**config.mk**
```make
export PLATFORM = sky130hd
export DESIGN_NAME = vga_rx_decoder
export DESIGN_NICKNAME = d
export VERILOG_FILES = /design/src/rtl/vga_rx_decoder.sv
export SDC_FILE = /design/constraint.sdc
export NUM_CORES = 1
export LEC_CHECK = 0
export CORE_MARGIN = 5
export CORE_UTILIZATION = 55
export DETAILED_ROUTE_END_ITERATION = 10
export HOLD_SLACK_MARGIN = 0.05
export PLACE_DENSITY = 0.79
export SKIP_CTS_REPAIR_TIMING = 1
export SLEW_MARGIN = 20
export SYNTH_ARGS = -nofsm -noshare
export SYNTH_HDL_FRONTEND = slang
export SYNTH_SLANG_ARGS = --single-unit
```
**constraint.sdc**
```tcl
create_clock -name i_clk -period 3.7 [get_ports i_clk]
set_input_delay 0.555 -clock i_clk [delete_from_list [all_inputs] [get_ports i_clk]]
set_output_delay 0.555 -clock i_clk [all_outputs]
set_load 0.05 [all_outputs]
```
**src/rtl/vga_rx_decoder.sv**
```systemverilog
// Pixel-rate VGA receive monitor: recovers active coordinates, verifies line/frame
// timing and reports lock. Define FRAME_SUM_EN to add a per-frame pixel checksum.
module vga_rx_decoder #(
   parameter int unsigned H_TOTAL     = 800,
   parameter int unsigned H_SYNC      = 96,
   parameter int unsigned H_ACT_START = 144,
   parameter int unsigned H_ACTIVE    = 640,
   parameter int unsigned V_TOTAL     = 525,
   parameter int unsigned V_ACT_START = 34,
   parameter int unsigned V_ACTIVE    = 480
) (
   input  logic        i_clk,
   input  logic        i_rst_n,
   input  logic        i_hsync,
   input  logic        i_vsync,
   input  logic [2:0]  i_rgb,
   output logic        o_locked,
   output logic        o_de,
   output logic [9:0]  o_hpos,
   output logic [9:0]  o_vpos,
   output logic [2:0]  o_pixel,
   output logic        o_frame_start,
   output logic        o_err,
`ifdef FRAME_SUM_EN
   output logic [21:0] o_frame_sum,
   output logic        o_sum_valid,
`endif
   output logic [7:0]  o_err_cnt
);
   localparam int unsigned CW = 10;
   localparam int unsigned PW = 3;
   localparam int unsigned EW = 8;

   typedef enum logic [1:0] {ACQ_H, ACQ_V, CHECK, LOCKED} state_e;

   state_e          state_q, state_d;
   logic            hs_q, vs_q;
   logic            v_pend_q, v_pend_d;
   logic [CW-1:0]   hcnt_q, hcnt_d, vcnt_q, vcnt_d;
   logic            locked_q, locked_d;
   logic            de_q, de_d;
   logic [CW-1:0]   hpos_q, hpos_d, vpos_q, vpos_d;
   logic [PW-1:0]   pixel_q, pixel_d;
   logic            fs_q, fs_d;
   logic            err_q, err_d;
   logic [EW-1:0]   err_cnt_q, err_cnt_d;
   logic            hs_fall, hs_rise, vs_fall, vload;
   logic            hviol, vviol, viol, in_win;

`ifdef FRAME_SUM_EN
   localparam int unsigned SW = 22;
   logic [SW-1:0]   acc_q, acc_d, sum_q, sum_d;
   logic            sv_q, sv_d;
`endif

   // Edge detection, counters, timing checks, FSM and output staging.
   always_comb begin
      state_d   = state_q;
      v_pend_d  = v_pend_q;
      hcnt_d    = hcnt_q;
      vcnt_d    = vcnt_q;
      err_cnt_d = err_cnt_q;
      hpos_d    = '0;
      vpos_d    = '0;
      pixel_d   = '0;

      hs_fall = ~i_hsync & hs_q;
      hs_rise = i_hsync & ~hs_q;
      vs_fall = ~i_vsync & vs_q;
      vload   = hs_fall & (v_pend_q | vs_fall);

      // Counters saturate at their last legal value; the timing check fires there.
      if (hs_fall)
         hcnt_d = '0;
      else if (hcnt_q != CW'(H_TOTAL - 1))
         hcnt_d = hcnt_q + CW'(1);

      if (vload) begin
         vcnt_d   = '0;
         v_pend_d = 1'b0;
      end else begin
         if (hs_fall && vcnt_q != CW'(V_TOTAL - 1))
            vcnt_d = vcnt_q + CW'(1);
         if (vs_fall)
            v_pend_d = 1'b1;
      end

      hviol = (hs_fall != (hcnt_q == CW'(H_TOTAL - 1))) |
              (hs_rise & (hcnt_q != CW'(H_SYNC - 1)));
      vviol = (vload & (vcnt_q != CW'(V_TOTAL - 1))) |
              (hs_fall & ~vload & (vcnt_q == CW'(V_TOTAL - 1)));
      viol  = ((state_q != ACQ_H) & hviol) |
              (((state_q == CHECK) | (state_q == LOCKED)) & vviol);

      if (viol)
         state_d = ACQ_H;
      else begin
         case (state_q)
            ACQ_H:   if (hs_fall) state_d = ACQ_V;
            ACQ_V:   if (vload)   state_d = CHECK;
            CHECK:   if (vload)   state_d = LOCKED;
            default: state_d = state_q;
         endcase
      end

      in_win = (hcnt_d >= CW'(H_ACT_START)) && (hcnt_d < CW'(H_ACT_START + H_ACTIVE)) &&
               (vcnt_d >= CW'(V_ACT_START)) && (vcnt_d < CW'(V_ACT_START + V_ACTIVE));
      de_d   = (state_q == LOCKED) && in_win;
      if (de_d) begin
         hpos_d  = hcnt_d - CW'(H_ACT_START);
         vpos_d  = vcnt_d - CW'(V_ACT_START);
         pixel_d = i_rgb;
      end

      locked_d = (state_d == LOCKED);
      fs_d     = (state_q == LOCKED) & vload & ~viol;
      err_d    = viol;
      if (viol && err_cnt_q != '1)
         err_cnt_d = err_cnt_q + EW'(1);

`ifdef FRAME_SUM_EN
      acc_d = acc_q;
      sum_d = sum_q;
      sv_d  = fs_d;
      if (viol)
         acc_d = '0;
      else if (fs_d) begin
         sum_d = acc_q;
         acc_d = '0;
      end else if (de_q)
         acc_d = acc_q + SW'(pixel_q);
`endif
   end

   always_ff @(posedge i_clk) begin
      if (!i_rst_n) begin
         state_q   <= ACQ_H;
         hs_q      <= 1'b1;
         vs_q      <= 1'b1;
         v_pend_q  <= 1'b0;
         hcnt_q    <= '0;
         vcnt_q    <= '0;
         locked_q  <= 1'b0;
         de_q      <= 1'b0;
         hpos_q    <= '0;
         vpos_q    <= '0;
         pixel_q   <= '0;
         fs_q      <= 1'b0;
         err_q     <= 1'b0;
         err_cnt_q <= '0;
`ifdef FRAME_SUM_EN
         acc_q     <= '0;
         sum_q     <= '0;
         sv_q      <= 1'b0;
`endif
      end else begin
         state_q   <= state_d;
         hs_q      <= i_hsync;
         vs_q      <= i_vsync;
         v_pend_q  <= v_pend_d;
         hcnt_q    <= hcnt_d;
         vcnt_q    <= vcnt_d;
         locked_q  <= locked_d;
         de_q      <= de_d;
         hpos_q    <= hpos_d;
         vpos_q    <= vpos_d;
         pixel_q   <= pixel_d;
         fs_q      <= fs_d;
         err_q     <= err_d;
         err_cnt_q <= err_cnt_d;
`ifdef FRAME_SUM_EN
         acc_q     <= acc_d;
         sum_q     <= sum_d;
         sv_q      <= sv_d;
`endif
      end
   end

   assign o_locked      = locked_q;
   assign o_de          = de_q;
   assign o_hpos        = hpos_q;
   assign o_vpos        = vpos_q;
   assign o_pixel       = pixel_q;
   assign o_frame_start = fs_q;
   assign o_err         = err_q;
   assign o_err_cnt     = err_cnt_q;
`ifdef FRAME_SUM_EN
   assign o_frame_sum   = sum_q;
   assign o_sum_valid   = sv_q;
`endif

endmodule
```
After elaboration in Yosys (flattened, before gate mapping) --
Index checks and enable logic that the tools add are counted. W data, S select, Z words.
Storage, ports and cells: memory bits (writable) 0, bits in latches 0, ROM bits 0, flip-flop bits (word level) 60, input bits 7, logic and storage cells 76, memories kept 0
Operators by class: multiplexer cells 9, bitwise gates (word level) 23, div/mod/pow operators 0, $add $sub $neg 5, reductions and logical operators 10, shifts and indexed selects 0, eq/ne operators 11, multipliers 0, order comparisons 4
Operators by type and width (count):
- $mux W10 | 4
- $add A10 B1 Y10 const B | 2
- $eq A10 B10 Y1 const B | 2
- $lt A10 B10 Y1 const B | 2
- $ne A10 B10 Y1 const B | 2
- $and A1 B1 Y1 | 12
- $ge A10 B6 Y1 const B | 1
- $ge A10 B8 Y1 const B | 1
- $ne A10 B7 Y1 const B | 1
- $sub A10 B6 Y10 const B | 1
- $sub A10 B8 Y10 const B | 1
- $add A8 B1 Y8 const B | 1
- $mux W2 | 4
- $ne A8 B8 Y1 const B | 1
- $eq A2 B2 Y1 const B | 3
- $logic_and A1 B1 Y1 | 6
- $not A1 Y1 | 6
- $pmux W2 S3 | 1
- $or A1 B1 Y1 | 5
- $eq A2 B1 Y1 const B | 1
- $logic_not A2 Y1 | 1
- $reduce_and A2 Y1 | 1
- $reduce_bool A2 Y1 | 1
- $reduce_or A2 Y1 | 1
- $ne A1 B1 Y1 | 1

Depth between registers and ports, before layout --
depth after elaboration 12, depth in mapped cells 14, mapped depth without buffers 11

Worst setup path before layout --
No wires, ideal clock.
path type flip-flop to flip-flop, start point register hcnt_q[1], end point register hpos_q[9] (netlist: o_hpos[9]), cell stages (with the launch flop) 14, required time 3.634 ns, arrival time 2.794 ns, path slack 0.840 ns, path buffers 3, setup time 0.066 ns, cells stage by stage dfxtp_1 -> ha_1 -> and3_1 -> buf_2 -> nand3_1 -> buf_2 -> a21oi_1 -> ha_1 -> inv_1 -> o311a_1 -> a211oi_1 -> o311ai_4 -> buf_6 -> a21oi_2
Between the ends: longest elaborated chain between the ends 9, elaborated cells between the ends (all ways) 12, classes of those cells add/sub: 2; order compare: 2; eq/ne: 1; mux: 2; reduce/logical: 5
Ends and longest elaborated chain:
- start, declared | RTL line 39 | logic [CW-1:0] hcnt_q, hcnt_d, vcnt_q, vcnt_d;
- start signal, assigned | RTL line 161 | hcnt_q <= hcnt_d;
- $add A10 B1 Y10 or $ne A10 B10 Y1 (tied branches) | RTL line 76, 75
- $mux W10 (*) | RTL line 75 | else if (hcnt_q != CW'(H_TOTAL - 1))
- $mux W10 (*) | RTL line 73 | if (hs_fall)
- $ge A10 B8 Y1 or $lt A10 B10 Y1 (tied branches) | RTL line 106 | in_win = (hcnt_d >= CW'(H_ACT_START)) && (hcnt_d < CW'(H_ACT_START + H_ACTIVE)) &&
- $logic_and A1 B1 Y1 (2 in a row) | RTL line 106
- $logic_and A1 B1 Y1 | RTL line 107 | (vcnt_d >= CW'(V_ACT_START)) && (vcnt_d < CW'(V_ACT_START + V_ACTIVE));
- $logic_and A1 B1 Y1 | RTL line 108 | de_d = (state_q == LOCKED) && in_win;
- $reduce_and A2 Y1 (no source line)
- end signal, assigned | RTL line 165 | hpos_q <= hpos_d;
- end, declared | RTL line 42 | logic [CW-1:0] hpos_q, hpos_d, vpos_q, vpos_d;
Mark *: on every way between the ends. The rest lies on a longest branch, timed or not. A chain may end at the register's enable or synchronous reset.

Worst setup path in the final report --
start point register hcnt_q[1], end point register hpos_q[8] (netlist: o_hpos[8])
The elaborated chain is that of the path after synthesis.

==> metrics.md <==
| Metric | Value |
|---|---|
| Total wirelength of the detailed-routed design | `7050 um` |
| Distinct cell type count of the synthesized netlist | `66` |
| Antenna violations before repair | `0` |
| Count of final setup violators | `0` |
| Mean area per synthesized cell | `8.91 sq um` |
| Number of vias per cell | `5.74` |
| Share of the cycle needed by the critical path after routing | `0.900` |
| Biggest area consumer among synthesized cells | `sky130_fd_sc_hd__dfxtp_1` |
| Chip height | `~86 um` |
| Die outline width | `85.5 um` |
| Setup repair after global routing missed its margin | `false` |
| Core Box Area | `roughly 5500 sq um` |
| Worst hold-check path type | `reg -> reg` |
| Root buffer selected by CTS | `sky130_fd_sc_hd__clkbuf_8` |
| Achievable Freq | `between 300 and 400 MHz` |
| Category of the most critical setup path | `reg -> reg` |
| Critical path endpoint category | `flip-flop` |
| Worst-Margin Slew | `0.656 ns` |
| Number of DRC violations after detailed-routing iteration 0 | `138` |
| Clock Skew | `slightly below 0.008 ns` |
| Pin count of the biggest net entering global routing | `25` |
| CTS buffer count | `9` |
| Compound-cell area share of the yosys netlist | `0.163` |
| Required time at the endpoint of the critical path | `approximately 4.0 ns` |
| Placement Setup Slack | `approximately 0.18 ns` |
| Clock-pin slew of the registers on the worst-case setup and hold paths | `~0.07 ns` |
| Total power density per cell area | `386 nW/um^2` |
| Number of nets produced by synthesis | `367` |
| Area of the mapped netlist | `approximately 3100 sq um` |
| Starting Density | `0.566` |
| Share of the synthesized area in the top cell type | `0.383` |
| Crit path setup slack, layout | `0.368 ns` |
| Max-slew violations | `0` |
| Final period demand of the worst path | `~3.3 ns` |
| Residual overflow from global routing | `0` |
| Synthesized-area fraction occupied by xor and xnor cells | `0.0531` |
| Worst ir drop on vdd | `roughly 0.00024 V` |
| Routability congestion estimate | `just over 0.9` |
| Max-cap check violation count | `0` |
| Global-route wire length before repair | `12,100 um` |
| Number of levels in the clock H-tree | `3` |
| Final count of hold timing violations | `0` |
| Yosys warning count | `0` |
| Vias | `between 2,000 and 3,000` |
| Remaining number of nets flagged by the antenna check after routing | `0` |
| Dominant register cell in the synthesized netlist | `sky130_fd_sc_hd__dfxtp_1` |
| Multiplexer fraction of the synthesized cell area | `0.0128` |
| Detailed-router iteration count before antenna repair | `5` |
| Synthesized instance count | `between 300 and 400` |
| Inserted Diodes | `0` |
| EDFF count, synth | `0` |
| Count of pins on the block boundary | `42` |
| Run status | `complete, no violations` |
| Number of non-filler instances in the completed layout | `~470` |
| TritonCTS clock tree | `done` |
| Main area contributors after synthesis | `sky130_fd_sc_hd__dfxtp_1, sky130_fd_sc_hd__nor2_1, sky130_fd_sc_hd__nor2_2` |
| Global Route Usage Sum | `0.205` |
| Number of port buffers | `41` |
| Count of placed standard cells including taps | `457` |
| DRC violation count after routing | `0` |
| FP Rows | `27` |
| Total negative setup slack | `0 ns` |
| Combinational family with the most area after synthesis | `simple AND/OR/NAND/NOR gates` |
| Area growth from synthesis to layout | `23.5%` |
| Net total in the final layout | `411` |
| Share of synthesized cell area in full adder, half adder and majority cells | `0.0319` |
| Area share of and/or/nand/nor cells after synthesis | `0.313` |
| Number of global-route vias before repair | `around 2,500` |
| Avg WL per Cell | `14.9 um` |
| Tot Pwr | `1.49 mW` |
| Die Outline Area | `7310 sq um` |
| Detailed-placement wirelength estimate | `4960 um` |
| Asr flop ratio synth | `0` |
| Worst Path Max Fanout | `24` |
| CTS max path bufs | `2` |
| Fin Hold WS | `0.497 ns` |
| Clock latency of the later-clocked register in the worst-skew pair | `roughly 0.34 ns` |
| Ratio of cells with drive above 1 in the final layout | `0.155` |
| Number of synthesized register bits | `60` |
| Total number of clock tree sinks | `60` |
| Slew margin rel. | `0.563` |
| Startpoint type of the worst setup path | `flip-flop` |
| Seq/Total Area, Yosys | `0.383` |
| Arrival time at the worst endpoint | `3.58 ns` |
| Leakage power | `between 1 and 1.5 nW` |
[stage by stage]
step	utilization	cell area [sq um]
2_1_floorplan	-	3140
3_3_place_gp	0.654	3620
3_5_place_dp	0.654	3620
4_1_cts	0.699	3870
5_1_grt	0.699	3870
6_report	0.699	3870
[Yosys cell counts (2+ instances only)]
library cell,instances
sky130_fd_sc_hd__or4_1,2
sky130_fd_sc_hd__a21oi_1,11
sky130_fd_sc_hd__and4_1,4
sky130_fd_sc_hd__nand2_1,26
sky130_fd_sc_hd__xor2_1,7
sky130_fd_sc_hd__nor3b_1,3
sky130_fd_sc_hd__or3_1,2
sky130_fd_sc_hd__o32ai_1,2
sky130_fd_sc_hd__mux2i_1,4
sky130_fd_sc_hd__nand4_1,5
sky130_fd_sc_hd__nor2b_1,4
sky130_fd_sc_hd__ha_1,8
sky130_fd_sc_hd__nor3_1,12
sky130_fd_sc_hd__o31ai_1,4
sky130_fd_sc_hd__buf_2,8
sky130_fd_sc_hd__buf_6,2
sky130_fd_sc_hd__and4b_1,2
sky130_fd_sc_hd__and2_1,4
sky130_fd_sc_hd__nor4_1,3
sky130_fd_sc_hd__clkbuf_1,6
sky130_fd_sc_hd__o2111ai_1,2
sky130_fd_sc_hd__or3_4,2
sky130_fd_sc_hd__a31o_2,2
sky130_fd_sc_hd__a31oi_1,4
sky130_fd_sc_hd__and3b_1,2
sky130_fd_sc_hd__inv_2,2
sky130_fd_sc_hd__a211oi_1,5
sky130_fd_sc_hd__nor2_1,39
sky130_fd_sc_hd__and3_1,7
sky130_fd_sc_hd__nand3_1,18
sky130_fd_sc_hd__a21oi_4,2
sky130_fd_sc_hd__inv_1,10
sky130_fd_sc_hd__nor2_2,17
sky130_fd_sc_hd__a211o_1,2
sky130_fd_sc_hd__a21oi_2,2
sky130_fd_sc_hd__a21o_1,2
sky130_fd_sc_hd__nand2b_1,8
sky130_fd_sc_hd__dfxtp_1,60
sky130_fd_sc_hd__xnor2_1,12
sky130_fd_sc_hd__o21ai_0,9
[registers in the layout (all words and copies together) (netlist names)]
register and flops:
hs_q 1, o_err 1, o_frame_start 1, state_q 2, o_de 1, vcnt_q 10
v_pend_q 1, vs_q 1, o_hpos 10, o_err_cnt 8, o_pixel 3, o_locked 1
hcnt_q 10, o_vpos 10
[routing by layer]
layer | track usage | vias to the layer above | part of all wire
met5 | 0 | - | 0
met1 | 0.282 | 1261 | 0.48
li1 | - | 1346 | -
met4 | 0.0806 | 0 | 0.018
met3 | 0.0461 | 16 | 0.064
met2 | 0.314 | 92 | 0.44
[layout by cell type (no fill, tap or decap), types with 4 or more instances in the layout]
cell / synthesis / routed
sky130_fd_sc_hd__ha_1: 8 / 8
sky130_fd_sc_hd__mux2i_1: 4 / 4
sky130_fd_sc_hd__nand2_1: 26 / 26
sky130_fd_sc_hd__o31ai_1: 4 / 4
sky130_fd_sc_hd__nand3_1: 18 / 18
sky130_fd_sc_hd__a31oi_1: 4 / 4
sky130_fd_sc_hd__and4_1: 4 / 4
sky130_fd_sc_hd__nand2b_1: 8 / 8
sky130_fd_sc_hd__clkbuf_8: 0 / 11
sky130_fd_sc_hd__dfxtp_1: 60 / 60
sky130_fd_sc_hd__nor2_2: 17 / 17
sky130_fd_sc_hd__clkdlybuf4s50_1: 0 / 41
sky130_fd_sc_hd__nor3_1: 12 / 12
sky130_fd_sc_hd__and2_1: 4 / 4
sky130_fd_sc_hd__nor2_1: 39 / 39
sky130_fd_sc_hd__buf_4: 0 / 7
sky130_fd_sc_hd__nand4_1: 5 / 5
sky130_fd_sc_hd__xnor2_1: 12 / 12
sky130_fd_sc_hd__a21oi_1: 11 / 11
sky130_fd_sc_hd__xor2_1: 7 / 7
sky130_fd_sc_hd__a211oi_1: 5 / 5
sky130_fd_sc_hd__nor2b_1: 4 / 4
sky130_fd_sc_hd__o21ai_0: 9 / 9
sky130_fd_sc_hd__and3_1: 7 / 7
sky130_fd_sc_hd__inv_1: 10 / 10
[power breakdown]
part / leakage (nW) / total (mW) / switching, mW / internal (mW)
clock network: 0.127 / 0.737 / 0.254 / 0.483
registers: 0.485 / 0.664 / 0.0104 / 0.654
logic: 0.859 / 0.0923 / 0.0586 / 0.0337
[area by class of cell]
type / instances / area (sq um)
fillers: 452 / 1670
clock buffers: 12 / 155
repair buffers: 49 / 483
inverters: 13 / 48.8
multi-input cells: 263 / 1800
flip-flops and latches: 60 / 1200
well taps: 72 / 90.1
clock inverters: 4 / 95.1
[final timing paths]
check / from / to / slack (ns) / cells past startpoint
max: hcnt_q[1]$_SDFF_PN0_ / o_hpos[8]$_SDFF_PN0_ / 0.37 / 11
min: o_err_cnt[7]$_SDFFE_PN0P_ / o_err_cnt[7]$_SDFFE_PN0P_ / 0.50 / 2
max reg2reg: hcnt_q[1]$_SDFF_PN0_ / o_hpos[8]$_SDFF_PN0_ / 0.37 / 11
min reg2reg: o_err_cnt[7]$_SDFFE_PN0P_ / o_err_cnt[7]$_SDFFE_PN0P_ / 0.50 / 2
[kinds of logic after synthesis]
kind of cell / after synthesis
AND/OR/NAND/NOR: 171
AO/OA/AOI/OAI: 61
flip-flops: 60
buffers and inverters: 29
XOR/XNOR: 19
adder cells (fa/ha/maj): 8
multiplexers: 4
[worst max-delay path, stage by stage (launching register included)]
cell and delay (ns):
sky130_fd_sc_hd__dfxtp_1 0.48, sky130_fd_sc_hd__ha_1 0.35, sky130_fd_sc_hd__and3_1 0.34, sky130_fd_sc_hd__nand3_1 0.24, sky130_fd_sc_hd__a21oi_1 0.29, sky130_fd_sc_hd__ha_1 0.23, sky130_fd_sc_hd__inv_1 0.06, sky130_fd_sc_hd__o311a_1 0.34
sky130_fd_sc_hd__a211oi_1 0.31, sky130_fd_sc_hd__o311ai_4 0.18, sky130_fd_sc_hd__buf_12 0.20, sky130_fd_sc_hd__a311oi_2 0.23
(Power assumes the default switching activity.)
